===== config.mk =====
export PLATFORM = sky130hd
export DESIGN_NAME = decode_execute_reg
export DESIGN_NICKNAME = d
export VERILOG_FILES = /design/src/rtl/femto_pkg.sv /design/src/rtl/operand_bypass.sv /design/src/rtl/decode_execute_reg.sv
export SDC_FILE = /design/constraint.sdc
export NUM_CORES = 1
export LEC_CHECK = 0
export BUFFER_PORTS_ARGS = -buffer_cell sky130_fd_sc_hd__clkbuf_2
export CORE_AREA = 2 2 149 151
export DETAILED_ROUTE_END_ITERATION = 8
export DIE_AREA = 0 0 151 153
export GPL_TIMING_DRIVEN = 0
export PLACE_DENSITY = 0.78
export SLEW_MARGIN = 20
export SYNTH_ARGS = -nofsm -noshare
export SYNTH_HDL_FRONTEND = slang
export SYNTH_HIERARCHICAL = 1
export SYNTH_SLANG_ARGS = --single-unit

===== constraint.sdc =====
create_clock -name clk -period 3.2 [get_ports clk]
set_input_delay 0.48 -clock clk [delete_from_list [all_inputs] [get_ports clk]]
set_output_delay 0.48 -clock clk [all_outputs]
set_load 0.02 [all_outputs]

===== src/rtl/femto_pkg.sv =====
// femtoRV32 shared types and constants.
// Used by decode, the decode/execute register and execute.
package femto_pkg;

    localparam int REG_AD_W = 5;
    localparam logic [REG_AD_W-1:0] X0 = 5'd0;
    localparam int CTRL_W = 8;

    typedef logic [CTRL_W-1:0] ctrl_t;

    typedef struct packed {
        logic mem_read;
        logic reg_write;
    } ex_ctrl_t;

endpackage


===== src/rtl/operand_bypass.sv =====
// Source operand select: x0 forced to zero, then same-cycle
// writeback bypass, then the register file read value.
module operand_bypass
    import femto_pkg::*;
#(
    parameter int n = 32
) (
    input  logic [REG_AD_W-1:0] rs,
    input  logic [n-1:0]        rf_data,
    input  logic                wb_we,
    input  logic [REG_AD_W-1:0] wb_ad,
    input  logic [n-1:0]        wb_data,
    output logic [n-1:0]        op
);

    // Priority select; x0 wins because the RF does not protect it.
    always_comb begin
        op = rf_data;
        if (rs == X0)
            op = '0;
        else if (wb_we && wb_ad == rs)
            op = wb_data;
    end

endmodule


===== src/rtl/decode_execute_reg.sv =====
// Decode/execute pipeline register with valid/ready handshake,
// wb bypass, held-operand refresh and load-use bubble insertion.
module decode_execute_reg #(
    parameter int n      = 32,
    parameter int CTRL_W = femto_pkg::CTRL_W
) (
    input  logic              clk,
    input  logic              rst,
    input  logic              in_valid,
    output logic              in_ready,
    input  logic [n-1:0]      in_pc,
    input  logic [n-1:0]      in_imm,
    input  logic [4:0]        in_rs1,
    input  logic [4:0]        in_rs2,
    input  logic [4:0]        in_rd,
    input  logic [CTRL_W-1:0] in_ctrl,
    input  logic              in_mem_read,
    input  logic              in_reg_write,
    input  logic [n-1:0]      rf_rd1,
    input  logic [n-1:0]      rf_rd2,
    input  logic              wb_we,
    input  logic [4:0]        wb_ad,
    input  logic [n-1:0]      wb_data,
    input  logic              flush,
    input  logic              out_ready,
    output logic              out_valid,
    output logic [n-1:0]      out_pc,
    output logic [n-1:0]      out_imm,
    output logic [n-1:0]      out_op1,
    output logic [n-1:0]      out_op2,
    output logic [4:0]        out_rs1,
    output logic [4:0]        out_rs2,
    output logic [4:0]        out_rd,
    output logic [CTRL_W-1:0] out_ctrl,
    output logic              out_mem_read,
    output logic              out_reg_write,
    output logic [31:0]       stall_count
);
    import femto_pkg::*;

    logic              valid_q, valid_d;
    logic [n-1:0]      pc_q, pc_d, imm_q, imm_d;
    logic [n-1:0]      op1_q, op1_d, op2_q, op2_d;
    logic [4:0]        rs1_q, rs1_d, rs2_q, rs2_d;
    logic [4:0]        rd_q, rd_d;
    logic [CTRL_W-1:0] ctrl_q, ctrl_d;
    ex_ctrl_t          exc_q, exc_d;
    logic [31:0]       cnt_q, cnt_d;

    logic [n-1:0] sel1, sel2;
    logic         hazard, xfer;

    operand_bypass #(.n(n)) u_bp1 (
        .rs      (in_rs1),
        .rf_data (rf_rd1),
        .wb_we   (wb_we),
        .wb_ad   (wb_ad),
        .wb_data (wb_data),
        .op      (sel1)
    );

    operand_bypass #(.n(n)) u_bp2 (
        .rs      (in_rs2),
        .rf_data (rf_rd2),
        .wb_we   (wb_we),
        .wb_ad   (wb_ad),
        .wb_data (wb_data),
        .op      (sel2)
    );

    // Load-use hazard detect and accept handshake.
    always_comb begin
        hazard = valid_q && exc_q.mem_read && rd_q != X0 &&
                 in_valid && (rd_q == in_rs1 || rd_q == in_rs2);
        in_ready = !rst && !flush && !hazard &&
                   (!valid_q || out_ready);
        xfer = in_valid && in_ready;
    end

    // Next state: flush, then load, then drain, then hold+refresh.
    always_comb begin
        valid_d = valid_q;
        pc_d    = pc_q;
        imm_d   = imm_q;
        op1_d   = op1_q;
        op2_d   = op2_q;
        rs1_d   = rs1_q;
        rs2_d   = rs2_q;
        rd_d    = rd_q;
        ctrl_d  = ctrl_q;
        exc_d   = exc_q;
        cnt_d   = cnt_q;
        if (hazard && out_ready && cnt_q != 32'hFFFF_FFFF)
            cnt_d = cnt_q + 32'd1;
        if (flush) begin
            valid_d = 1'b0;
        end else if (xfer) begin
            valid_d = 1'b1;
            pc_d    = in_pc;
            imm_d   = in_imm;
            op1_d   = sel1;
            op2_d   = sel2;
            rs1_d   = in_rs1;
            rs2_d   = in_rs2;
            rd_d    = in_rd;
            ctrl_d  = in_ctrl;
            exc_d   = '{mem_read: in_mem_read,
                        reg_write: in_reg_write};
        end else if (valid_q && out_ready) begin
            valid_d = 1'b0;
        end else if (valid_q) begin
            if (wb_we && wb_ad != X0 && wb_ad == rs1_q)
                op1_d = wb_data;
            if (wb_we && wb_ad != X0 && wb_ad == rs2_q)
                op2_d = wb_data;
        end
    end

    // Register bank with synchronous reset.
    always_ff @(posedge clk) begin
        if (rst) begin
            valid_q <= 1'b0;
            pc_q    <= '0;
            imm_q   <= '0;
            op1_q   <= '0;
            op2_q   <= '0;
            rs1_q   <= '0;
            rs2_q   <= '0;
            rd_q    <= '0;
            ctrl_q  <= '0;
            exc_q   <= '0;
            cnt_q   <= '0;
        end else begin
            valid_q <= valid_d;
            pc_q    <= pc_d;
            imm_q   <= imm_d;
            op1_q   <= op1_d;
            op2_q   <= op2_d;
            rs1_q   <= rs1_d;
            rs2_q   <= rs2_d;
            rd_q    <= rd_d;
            ctrl_q  <= ctrl_d;
            exc_q   <= exc_d;
            cnt_q   <= cnt_d;
        end
    end

    assign out_valid     = valid_q;
    assign out_pc        = pc_q;
    assign out_imm       = imm_q;
    assign out_op1       = op1_q;
    assign out_op2       = op2_q;
    assign out_rs1       = rs1_q;
    assign out_rs2       = rs2_q;
    assign out_rd        = rd_q;
    assign out_ctrl      = ctrl_q;
    assign out_mem_read  = exc_q.mem_read;
    assign out_reg_write = exc_q.reg_write;
    assign stall_count   = cnt_q;

endmodule


Word-level counts from Yosys, hierarchy flattened:

Index checks and enable logic that the tools add are counted.

* multiplexer cells: 14
* bitwise gates (word level): 1
* $add $sub $neg: 1
* equality and inequality tests: 8
* reduce and logical (&&, ||, !) cells: 34

Operators with widths (number)
* 32-bit two-way mux: 12
* 32-bit by 1-bit adder with 32-bit output, second input constant: 1
* 32-bit inequality test, second input constant: 1
* 5-bit == test: 6
* 1-bit logical AND: 16
* 5-bit logical NOT: 2
* 5-bit nonzero test: 2
* 4-bit AND reduction: 2
* 2-bit nonzero test: 4
* 1-bit logical NOT: 4
* 1-bit logical OR: 2
* 1-bit two-way mux: 2
* 2-bit inequality test, second input constant: 1
* 2-bit AND reduction: 1
* 2-bit OR reduction: 1
* 1-bit inverter: 1

* register bits after elaboration: 186
* input port bits: 196
* logic and storage cells: 70
* output and inout bits: 187

Depth between registers and ports, before layout:

* depth in word-level cells: 10
* mapped depth: 9
* mapped depth without buffers: 7

Modules after synthesis:

The synthesis kept the hierarchy.

By module, submodules not included
* decode_execute_reg: sequential area each 3723.6 um^2, cells an instance 914, area an instance 8177.8 um^2, times used 1
* operand_bypass: sequential area each 0.0 um^2, cells an instance 123, area an instance 645.6 um^2, times used 2

Least setup slack after synthesis:

OpenSTA, ideal clock, no wires.

* path kind: reg-to-output
* from: reg rd_q[0] (netlist: out_rd[0])
* to: out in_ready
* buffers on the path: 0
* cell stages (with the launch flop): 6
* required time: 2720 ps
* path slack: 225 ps
* arrival: 2495 ps
* path through: dfxtp_1 -> or4_1 -> o211a_1 -> nand2_1 -> inv_1 -> a2111oi_0

* longest elaborated chain between the ends: 7
* elaborated cells between the ends (all ways): 10
* classes of those cells: eq/ne (2); reduce/logical (8)

Ends and longest elaborated chain
* from (decl): RTL line decode_execute_reg.sv:45 `logic [4:0] rd_q, rd_d;`
* from (signal assigned): RTL line decode_execute_reg.sv:141 `rd_q <= rd_d;`
* 5-bit nonzero test: RTL line decode_execute_reg.sv:73 `hazard = valid_q && exc_q.mem_read && rd_q != X0 &&`
* 1-bit logical AND (2 in a row): RTL line decode_execute_reg.sv:73
* 1-bit logical AND *: RTL line decode_execute_reg.sv:74 `in_valid && (rd_q == in_rs1 || rd_q == in_rs2);`
* 1-bit logical NOT *: RTL line decode_execute_reg.sv:75 `in_ready = !rst && !flush && !hazard &&`
* 1-bit logical AND * (2 in a row): RTL line decode_execute_reg.sv:75
* to (decl): RTL line decode_execute_reg.sv:10 `output logic in_ready,`

Mark *: on every way between the ends. The rest lies on a longest branch, timed or not.

Worst setup path in the final report:

* from: reg rd_q[1] (netlist: out_rd[1])
* to: out in_ready

The elaborated chain is that of the path after synthesis.

==> results.toml <==
[sta]
period_share_pct = 95.9
max_freq_mhz = 326
hold_viol_final = 0
worstMarginPinSlew_ns = 0.865
fin_ws_ns = 0.130
fin_setup_tns_ns = 0
slew_viol_final = 0
fin_skew_ns = 0.0165
final-setup-viol-count = 0
relSlewSlack_pct = 42.4
period_needed_ns = 3.07
rsz0062_at_grt = "no"

[worst_setup_path]
cpMaxStageDelayCell = "or4_1"
start_kind = "register"
critPathMaxStageDelay_ns = 0.57
r2r-start = "stall_count[0]"
required_ns = 2.72
crit_path_end_kind = "primary output"
r2r_slack_ns = 0.38
r2r_end = "stall_count[26]"
worst-path-max-fanout = 5
arrival_ns = 2.59
crit_path_cell_trace = "or4_1 > o211a_1 > nand2_1 > inv_1 > a2111oi_1 > clkbuf_2"
ff2ff_path_depth = 6
worstSetupPathType = "register to primary output"

[clock_tree]
cts_root_buf = "clkbuf_16"
cts_made_buffers = 17
cts_sinks = 186
hold_buffers = 0
postCtsSetupRepairBufs = 0
cts_tree = "built"
h-tree-depth = 4
post_cts_resize_count = 0
clk_pin_slew_ns = 0.07
cts_buffer_depth = 2
insertion_delay_ns = 0.43

[synth]
yosys-top-cells-area = "dfxtp_1 (39%), nand2_1 (13%), o31ai_2 (7.9%)"
yosysTopAreaCellShare_pct = 39.3
syn_area_per_cell_um2 = 8.16
synth.distinct_cells = 48
syn-instance-count = 1160
synth-seq-cells = 186
yosysTopAreaCell = "dfxtp_1"
netlist_area_um2 = 9470
ys_warn_count = 6
synth-edff-count = 0
synthFlopType = "dfxtp_1"
synth_fp_nets = 1357
ys_async_sr_fraction_pct = 0
seq_area_frac_synth_pct = 39.3

[power]
p_sw_w = 0.00153
pwr-share-clk_pct = 40.7
combPwrFrac_pct = 14.6
total_power_w = 0.00548
leakage_nw = 5.17
netSwitchingFraction_pct = 27.9
vdd_drop_max_uv = 334
power_density_nw_per_um2 = 444
seqPwrFrac_pct = 44.8
internal_power_w = 0.00395

[floorplan]
die_y_um = 153
dieWidth_um = 151
row_count = 54
io_pins = 383
start_util_pct = 44.1
core_um2 = 21500
dieArea_um2 = 23100

[final_layout]
final_cell_mix = "clkbuf_2 (382), nand2_1 (321), dfxtp_1 (186), a21oi_1 (111), nand4_1 (74)"
nNetsFinal = 1758
syn_to_final_growth_pct = 30.3
fin_area_um2 = 12300
fillers = 2014
final_layout_size_suffix_gt1_share_pct = 33.5
layout_commonest_cell = "clkbuf_2"

[worst_hold_path]
min_from = "in_pc[22]"
hold_depth = 3
min_to = "out_pc[22]"
hp-class = "input port to register"

[drt]
routedWlPerCell_um = 18.6
wl_um = 34400
drt-initial-drc-count = 803
vias = 10277
drtAntennaViolNets = 0
drc = 0
dr.pass1.iters = 5
viasPerCell = 5.54

[grt]
track_usage_pct = 29.0
overflow = 0
grt_max_degree = 17
grt_pass1_wl_um = 52800
grt_pass1_vias = 9723
antenna_found_initial = 1

[placed_design]
dp_hpwl_um = 26700
dpl_cell_area_um2 = 11700
gp_congestion = 0.974
dp_slack_ns = 0.318
io_buffers = 382

[flow_run]
maxCapViolations = 0

[outcome]
status = "finished clean"
-- layer usage --
metal | share of wire, % | up-vias | track usage, %
met4 | 4.4 | 0 | 12.3
met2 | 48 | 572 | 49.7
met3 | 9.3 | 98 | 6.81
li1 | - | 4893 | -
met5 | 0 | - | 0
met1 | 38 | 4714 | 34.5
-- metrics by stage --
stage          util, %  std cells  hold WS (ns)
2_1_floorplan        -       1160         0.533
3_3_place_gp      54.6       1822         0.441
3_5_place_dp      54.6       1822         0.446
4_1_cts           57.4       1853         0.248
5_1_grt           57.4       1854         0.261
6_report          57.4       1854         0.261
-- state kept, by name, indices dropped and copies added, names as in the netlist --
register	cells
out_ctrl	8
out_reg_write	1
out_rs1	5
out_op1	32
out_valid	1
stall_count	32
out_pc	32
out_rs2	5
out_mem_read	1
out_rd	5
out_imm	32
out_op2	32
-- critical path, delay by kind of cell, from the launching register on --
kind	cells	cell delay [ns]
flip-flops	1	0.38
AND/OR/NAND/NOR	2	0.71
buffers and inverters	2	0.31
AO/OA/AOI/OAI	2	0.77
-- power by group through the flow --
stage | Combinational [W] | Clock [W] | Sequential [W]
after floorplan | 0.000339 | 0 | 0.00259
after global placement | 0.000781 | 0 | 0.00250
after detailed placement | 0.000794 | 0 | 0.00250
after CTS | 0.000797 | 0.00227 | 0.00245
after global routing | 0.000865 | 0.00237 | 0.00246
final | 0.000799 | 0.00223 | 0.00245
-- how the worst max path moves through the flow --
stage                          from          end  cells past startpoint
final                     out_rd[1]     in_ready                      6
after global routing      out_rd[0]     in_ready                      6
after CTS                 out_rd[0]     in_ready                      6
after detailed placement        rst  out_op1[22]                      5
after global placement          rst  out_op1[26]                      5
after floorplan           out_rd[0]     in_ready                      5
-- synth_stat cells (2+ instances only) --
cell and count:
o31ai_2 60, buf_4 17, buf_2 23, xor2_1 15
nand4b_1 2, mux2_1 2, nor4b_1 2, nand2b_1 3
clkbuf_1 49, nand4_1 74, nor3_1 3, xnor2_1 22
or3_1 17, and4_1 4, a21oi_1 111, inv_1 5
or4_1 5, o21ai_0 51, mux2i_1 66, nor2_1 18
nor4_1 4, buf_6 6, dfxtp_1 186, o21ai_1 30
nor4_4 4, o31ai_1 7, nand2_1 321, nand3_1 20
nor2b_1 2, and3_1 5, and2_1 9
-- cell families after synthesis --
group                    Yosys count  share of synthesized area (%)
AND/OR/NAND/NOR                  497                           24.7
AO/OA/AOI/OAI                    271                           19.8
flip-flops                       186                           39.3
buffers and inverters            100                           5.42
multiplexers                      68                           7.21
XOR/XNOR                          37                           3.42
adder cells (fa/ha/maj)            1                          0.132
-- layout make-up --
class,instances,area [µm²],share of cell area [%]
plain buffers,95,494,4.01
flip-flops and latches,186,3720,30.2
inverters,5,18.8,0.152
well taps,280,350,2.84
clock buffers,20,447,3.62
diodes,1,2.50,0.0203
clock inverters,11,158,1.28
repair buffers,382,1910,15.5
multi-input cells,874,5230,42.4
Note: power is estimated with default switching activity, not from simulation.
